File: src/rtl/mii_rx_ctrl.sv
// mii_rx_ctrl: MII receive sequencer. Locks onto preamble/SFD, pairs nibbles
// into bytes (low nibble first), marks frame start/end and classifies each
// frame as good or bad by length, PHY error and nibble alignment.
module mii_rx_ctrl #(
  parameter int unsigned MIN_LEN = 64,
  parameter int unsigned MAX_LEN = 1518
) (
  input  logic        E_RX_CLK,
  input  logic        RST_N,
  input  logic        E_RX_DV,
  input  logic [3:0]  E_RXD,
  input  logic        E_RX_ER,
  output logic [7:0]  rx_data,
  output logic        rx_valid,
  output logic        rx_sof,
  output logic        rx_eof,
  output logic        rx_err,
  output logic [10:0] rx_len,
  output logic [15:0] good_cnt,
  output logic [15:0] bad_cnt
);

  localparam logic [3:0]  NIB_PRE = 4'h5;
  localparam logic [3:0]  NIB_SFD = 4'hD;
  localparam logic [10:0] LEN_MIN = 11'(MIN_LEN);
  localparam logic [10:0] LEN_MAX = 11'(MAX_LEN);
  localparam logic [10:0] LEN_SAT = '1;

  typedef enum logic [2:0] {IDLE, PRE, DATA_LO, DATA_HI, DROP} state_t;

  state_t      state;
  state_t      state_nxt;

  logic        start_frame;
  logic        take_lo;
  logic        emit_byte;
  logic        issue_eof;
  logic        dribble;
  logic        drop_done;
  logic        er_hit;
  logic        eof_bad;

  logic [3:0]  low_nib;
  logic [10:0] len_cnt;
  logic        err_flag;
  logic        sof_arm;

  // State register
  always_ff @(posedge E_RX_CLK or negedge RST_N) begin
    if (!RST_N) state <= IDLE;
    else        state <= state_nxt;
  end

  // Next-state decode and per-cycle datapath strobes
  always_comb begin
    state_nxt   = state;
    start_frame = 1'b0;
    take_lo     = 1'b0;
    emit_byte   = 1'b0;
    issue_eof   = 1'b0;
    dribble     = 1'b0;
    drop_done   = 1'b0;
    er_hit      = 1'b0;
    case (state)
      IDLE: begin
        if (E_RX_DV) begin
          if (!E_RX_ER && (E_RXD == NIB_PRE)) state_nxt = PRE;
          else                                state_nxt = DROP;
        end
      end
      PRE: begin
        if (!E_RX_DV)              state_nxt = IDLE;
        else if (E_RX_ER)          state_nxt = DROP;
        else if (E_RXD == NIB_PRE) state_nxt = PRE;
        else if (E_RXD == NIB_SFD) begin
          state_nxt   = DATA_LO;
          start_frame = 1'b1;
        end
        else                       state_nxt = DROP;
      end
      DATA_LO: begin
        if (E_RX_DV) begin
          take_lo   = 1'b1;
          er_hit    = E_RX_ER;
          state_nxt = DATA_HI;
        end else begin
          issue_eof = 1'b1;
          state_nxt = IDLE;
        end
      end
      DATA_HI: begin
        if (E_RX_DV) begin
          emit_byte = 1'b1;
          er_hit    = E_RX_ER;
          state_nxt = DATA_LO;
        end else begin
          // half byte left over: frame ends misaligned
          issue_eof = 1'b1;
          dribble   = 1'b1;
          state_nxt = IDLE;
        end
      end
      DROP: begin
        if (!E_RX_DV) begin
          drop_done = 1'b1;
          state_nxt = IDLE;
        end
      end
      default: state_nxt = IDLE;
    endcase
  end

  // Frame verdict at end of frame; dribble is folded in directly because the
  // sticky flag would only see it one cycle too late
  always_comb begin
    eof_bad = err_flag | dribble | (len_cnt < LEN_MIN) | (len_cnt > LEN_MAX);
  end

  // Per-frame tracking: low nibble holder, saturating length, sticky error, sof arm
  always_ff @(posedge E_RX_CLK or negedge RST_N) begin
    if (!RST_N) begin
      low_nib  <= '0;
      len_cnt  <= '0;
      err_flag <= 1'b0;
      sof_arm  <= 1'b0;
    end else begin
      if (start_frame) begin
        len_cnt  <= '0;
        err_flag <= 1'b0;
        sof_arm  <= 1'b1;
      end
      if (take_lo) low_nib <= E_RXD;
      if (er_hit)  err_flag <= 1'b1;
      if (emit_byte) begin
        sof_arm <= 1'b0;
        if (len_cnt != LEN_SAT) len_cnt <= len_cnt + 11'd1;
      end
      if (issue_eof) sof_arm <= 1'b0;
    end
  end

  // Registered byte stream and end-of-frame status
  always_ff @(posedge E_RX_CLK or negedge RST_N) begin
    if (!RST_N) begin
      rx_data  <= '0;
      rx_valid <= 1'b0;
      rx_sof   <= 1'b0;
      rx_eof   <= 1'b0;
      rx_err   <= 1'b0;
      rx_len   <= '0;
    end else begin
      rx_valid <= 1'b0;
      rx_sof   <= 1'b0;
      rx_eof   <= 1'b0;
      if (emit_byte) begin
        rx_data  <= {E_RXD, low_nib};
        rx_valid <= 1'b1;
        rx_sof   <= sof_arm;
      end
      if (issue_eof) begin
        rx_eof <= 1'b1;
        rx_len <= len_cnt;
        rx_err <= eof_bad;
      end
    end
  end

  // Good/bad frame counters; eof and drop completion are mutually exclusive
  always_ff @(posedge E_RX_CLK or negedge RST_N) begin
    if (!RST_N) begin
      good_cnt <= '0;
      bad_cnt  <= '0;
    end else begin
      if (issue_eof) begin
        if (eof_bad) bad_cnt  <= bad_cnt + 16'd1;
        else         good_cnt <= good_cnt + 16'd1;
      end else if (drop_done) begin
        bad_cnt <= bad_cnt + 16'd1;
      end
    end
  end

endmodule

File: config.mk
export PLATFORM = sky130hd
export DESIGN_NAME = mii_rx_ctrl
export DESIGN_NICKNAME = d
export VERILOG_FILES = /design/src/rtl/mii_rx_ctrl.sv
export SDC_FILE = /design/constraint.sdc
export NUM_CORES = 1
export LEC_CHECK = 0
export ABC_AREA = 1
export CORE_UTILIZATION = 30
export DETAILED_ROUTE_END_ITERATION = 8
export HOLD_SLACK_MARGIN = 0.06
export MAX_ROUTING_LAYER = met4
export PLACE_DENSITY = 0.51
export RECOVER_POWER = 50
export SLEW_MARGIN = 40
export SYNTH_ARGS = -nofsm -noshare
export SYNTH_HDL_FRONTEND = slang
export SYNTH_SLANG_ARGS = --single-unit
File: constraint.sdc
create_clock -name E_RX_CLK -period 4.1 [get_ports E_RX_CLK]
set_input_delay 0.41 -clock E_RX_CLK [delete_from_list [all_inputs] [get_ports E_RX_CLK]]
set_output_delay 0.41 -clock E_RX_CLK [all_outputs]
set_load 0.005 [all_outputs]
======== Yosys cells after proc, flatten, opt, wreduce, memory -nomap -nowiden ========
Index checks and enable logic that the tools add are counted.
operators by class
  $add $sub $neg .......................... 3
  magnitude comparators ................... 2
  equality and inequality tests ........... 10
  multiplexer cells ....................... 38
  bitwise gates (word level) .............. 4
  reduce and logical (&&, ||, !) cells .... 10
operator list
  cell                                                          count
  2-to-1 mux 16 bit                                             3
  2-to-1 mux 11 bit                                             3
  adder 16 x 1 -> 16 bit (second input constant)                2
  2-to-1 mux 1 bit                                              22
  2-to-1 mux 3 bit                                              7
  case mux 3 bit (5 select lines)                               1
  adder 11 x 1 -> 11 bit (second input constant)                1
  greater-than comparator 11 bit (second input constant)        1
  less-than comparator 11 x 7 -> 1 bit (second input constant)  1
  inequality test 11 bit (second input constant)                1
  == test 3 x 2 -> 1 bit (second input constant)                2
  AND reduction 2 bit                                           3
  == test 4 x 3 -> 1 bit (second input constant)                1
  == test 4 bit (second input constant)                         1
  2-to-1 mux 2 bit                                              2
  inequality test 2 bit (second input constant)                 2
  nonzero test 2 bit                                            2
  == test 3 x 1 -> 1 bit (second input constant)                1
  == test 3 bit (second input constant)                         1
  logical NOT 3 bit                                             1
  OR 1 bit                                                      3
  nonzero test 3 bit                                            1
  inequality test 2 x 1 -> 1 bit (second input constant)        1
  OR reduction 2 bit                                            1
  3 further kinds                                               3
word-level totals
  bits in registers ....................... 75
  input bits .............................. 8
  output and inout bits ................... 55
  logic and storage cells ................. 80

======== Depth between registers and ports, before layout ========
  depth after elaboration ................. 9
  gate-level depth with buffers ........... 11

======== Least setup slack after synthesis ========
No wires, ideal clock.
  path kind ............................... reg-to-reg
  start point ............................. reg bad_cnt[0]
  end point ............................... reg bad_cnt[12]
  arrival ................................. 1.391 ns
  data required time ...................... 3.983 ns
  setup slack ............................. 2.592 ns
  cell stages (with the launch flop) ...... 10
  cells stage by stage .................... dfrtp_1 > ha_1 > nand3_1 > nor2_1 > nand2_1 > nor2_1 > nand2_1 > xnor2_1 > nand2_1 > nand2_1
on the way
  longest elaborated chain between the ends .. 3
  elaborated cells between the ends (all ways) .. 4
RTL lines
  element                               line      text
  start, declared                       20        output logic [15:0] bad_cnt
  start signal, assigned                175       if (eof_bad) bad_cnt <= bad_cnt + 16'd1;
  start signal, assigned                178       bad_cnt <= bad_cnt + 16'd1;
  adder 16 x 1 -> 16 bit *              175, 178
  2-to-1 mux 16 bit (on tied branches)  177, 175
  2-to-1 mux 16 bit *                   174       if (issue_eof) begin
Mark *: on every way between the ends. The rest lies on a longest branch, timed or not. The select of a mux whose other input is x is not followed.
A chain may end at the register's enable or synchronous reset.

======== Final worst setup path ========
  start point ............................. in E_RX_DV
  end point ............................... reg bad_cnt[2]
on the way
  elaborated cells between the ends (all ways) .. 11
RTL lines
  element                                                                                line    text
  start, declared                                                                        10      input logic E_RX_DV,
  2-to-1 mux 1 bit *                                                                     82, 92
  2-to-1 mux 1 bit *                                                                     --
  via issue_eof                                                                          37      logic issue_eof;
  inequality test 2 x 1 -> 1 bit (no line) / nonzero test 2 bit (equally long branches)  --
  AND reduction 2 bit (no line)                                                          --
Mark *: on every way through the listed nets, which the timed path passes. The rest lies on a longest branch.

==> metrics.md <==
| Metric | Value |
|---|---|
| IO buf count | `62` |
| Met1 wire length | `4080 um` |
| Detailed-route via count | `3055` |
| Core Box Area | `12000 sq um` |
| Area contributors post-synth | `dfrtp_1, nand2_1, o21ai_0` |
| Slowest CP cell | `dlygate4sd3_1` |
| CTS Buf Count | `9` |
| Global-route wire length before repair | `13900 um` |
| Clock Sinks | `75` |
| Leakage | `0.00228 uW` |
| CP Capture Type | `flop` |
| VDD IR max | `151 uV` |
| Internal Pwr Total | `1330 uW` |
| Nets | `526` |
| Hold Vio Cnt, Final | `0` |
| Mapped cell area | `3690 sq um` |
| Arrival time worst endpoint | `2620 ps` |
| Post-cts repair resize count | `0` |
| Routed vias/inst | `4.58` |
| Post-synth top area share | `50.8%` |
| PwrDens | `366 nW/um^2` |
| Global route overflow | `0` |
| Layout cells sized above 1 | `5.77%` |
| Seq cells post-synth | `75` |
| Initial antenna violation count | `0` |
| Hold buffers post-CTS | `0` |
| Switching Fraction | `23.1%` |
| Worst-margin pin slew | `1890 ps` |
| P&R area growth vs syn | `28.3%` |
| WS Path Type | `in -> reg` |
| Worst Hold Class | `reg -> reg` |
| Worst rel slew slack | `-26.3%` |
| Die footprint | `12800 sq um` |
| Startpoint Class | `primary input` |
| ANT nets after route | `0` |
| Avg WL per Cell | `12.4 um` |
| Met2 WL | `3690 um` |
| Final period util | `58.5%` |
| Top sig layer | `met4` |
| Worst skew pair latency | `340 ps` |
| CTS Buffer Depth | `2` |
| Die H | `113 um` |
| Yosys cell types | `30` |
| CTS tree | `yes` |
| Average cell area after synthesis | `8.20 sq um` |
| Std cell rows | `40` |
| Post-CTS setup buffers | `0` |
| Cell area after layout | `4740 sq um` |
| Yosys top cell by area | `dfrtp_1` |
| Synth Area in Simple Gates | `28.3%` |
| Largest net degree at the start of global routing | `76` |
| Tot GR Track Use | `14.3%` |
| Gate power share | `7.7%` |
| CTS root buf | `clkbuf_16` |
| Seq/Total Area, Yosys | `50.8%` |
| Post-DP HPWL | `5730 um` |
| Failing checks | `design-rule violations, max-capacitance violations, max-slew violations` |
| H-tree depth | `3` |
| Antenna Cells | `0` |
| Post-Synthesis Cells | `450` |
| Run status | `complete, but fails checks` |
| Starting density of the core | `30.7%` |
| Clock transition at the registers of the reported paths | `60 ps` |
| RSZ-0062 raised after global routing | `false` |
| Net Switching | `400 uW` |
| Clock Skew | `6.69 ps` |
| # DRC | `1` |
| Minimum period implied by the final worst setup slack | `2400 ps` |
| FMAX | `417 MHz` |
| Die width | `113 um` |
| Critical Path, Cell by Cell | `dlygate4sd3_1 -> inv_1 -> nand2_1 -> inv_1 -> nand2_4 -> nand2_4 -> nand2_1 -> nand2_1` |
| Most frequent CP cell | `nand2_1` |
| Mux cell area share after synthesis | `0%` |
| Post-route setup TNS | `0 ps` |
| Reg power frac | `45.8%` |
| Critical path's largest stage delay | `660 ps` |
| Vias in the first global route | `2892` |
| Most frequent cells in the layout | `nand2_1, dfrtp_1, clkdlybuf4s50_1, inv_1, o21ai_0` |
| Crit-path max FO | `25` |
| Initial DRT Pass Iterations | `6` |
| RD Place Congestion | `0.876` |
| Placed Area | `4450 sq um` |
| Commonest non-fill, non-tap cell in the layout | `nand2_1` |
| CP delay by family, top | `simple AND/OR/NAND/NOR gates` |
| CP bufs+invs | `3` |
| Xor and xnor area share after synthesis | `5.93%` |
| Max Cap Violations | `1` |
| Met3 wire len | `440 um` |
| DRT iter0 DRCs | `192` |
| Final Slew Violations | `76` |
| Clock power share | `46.5%` |
| Adder-cell share of the synthesized area | `1.02%` |
| Main combinational cell family by area after synthesis | `simple AND/OR/NAND/NOR gates` |
| Complex-gate fraction of the synthesized area | `7.53%` |
| Final setup viols | `0` |
| CP Data Required Time | `4320 ps` |
| Routed WL | `8300 um` |
| Syn Nets | `461` |
| I/O pin total | `63` |
| Synthesis warning total | `0` |
## metrics by stage
step | total power, uW | setup slack [ps] | hold slack, ps | cells | utilization [%]
6_report | 1730 | 1700 | 476 | 667 | 39.4
5_1_grt | 1810 | 1430 | 500 | 667 | 39.4
4_1_cts | 1760 | 2020 | 137 | 667 | 39.6
3_5_place_dp | 944 | 1680 | 472 | 651 | 37.0
3_3_place_gp | 943 | 1760 | 464 | 651 | 37.0
2_1_floorplan | 866 | 2590 | 114 | 450 | -
## worst paths after layout
path                                      to  cells past startpoint  slack [ps]  startpoint
worst max-delay path              bad_cnt[2]                      8        1700     E_RX_DV
min in group asynchronous       good_cnt[15]                      1         600       RST_N
worst min register to register    rx_data[0]                      2         480  low_nib[0]
worst min-delay path              rx_data[0]                      2         480  low_nib[0]
max in group asynchronous         bad_cnt[0]                      1        2400       RST_N
worst max register to register    len_cnt[4]                      8        1950    state[2]
## power groups by stage
| stage | clock, uW | combinational [uW] | sequential (uW) |
|---|---|---|---|
| 3_5_place_dp | 0 | 135 | 808 |
| 2_1_floorplan | 0 | 62.0 | 804 |
| 3_3_place_gp | 0 | 135 | 808 |
| 5_1_grt | 861 | 153 | 799 |
| 6_report | 805 | 133 | 794 |
| 4_1_cts | 830 | 137 | 795 |
## worst reg2reg max path: stages, from the launching register on
cell	delay, ps
dfrtp_1	430
nor2_4	150
nand3_1	430
inv_1	500
nand2_1	180
clkinv_1	140
nand2_1	80
nand2_1	60
o21ai_1	60
## layer usage
layer	track usage, %	up-vias
li1	-	1562
met4	4.21	0
met1	18.6	1410
met5	-	-
met2	21.2	71
met3	4.77	12
## Yosys cell counts
master	n
dfrtp_1	75
clkbuf_1	4
ha_1	3
inv_1	44
buf_6	1
buf_8	1
nor2_1	36
inv_2	4
xnor2_1	9
a21oi_1	2
nand2_1	141
o21ai_2	1
nand3_1	33
a31oi_1	1
clkinv_1	1
nand2_2	3
or3_1	1
nand3_4	1
nor3_1	4
o31ai_1	2
nand4_1	9
nor2_4	3
o21ai_1	4
nand3_2	3
o22ai_1	2
buf_2	2
o21ai_0	41
nand2_4	2
nor3_2	1
xor2_1	16
## state kept, by name, summed over array words and instances (netlist names)
name      cells
rx_len       11
low_nib       4
rx_valid      1
good_cnt     16
sof_arm       1
len_cnt      11
rx_eof        1
rx_err        1
err_flag      1
rx_data       8
state         3
bad_cnt      16
rx_sof        1
## cell families after synthesis
kind of cell | count (synthesis)
fa+ha+maj | 3
xor+xnor | 25
buf+inv | 57
compound gates | 53
flops | 75
simple gates | 237
## final cells by class
class                           count  area, sq um
Fill cell                        1225         7270
Sequential cell                    75         1880
Multi-Input combinational cell    318         1570
Timing Repair Buffer               62          616
Clock buffer                       12          256
Inverter                           49          184
Tap cell                          147          184
Clock inverter                      4         48.8
(Power assumes the default switching activity.)
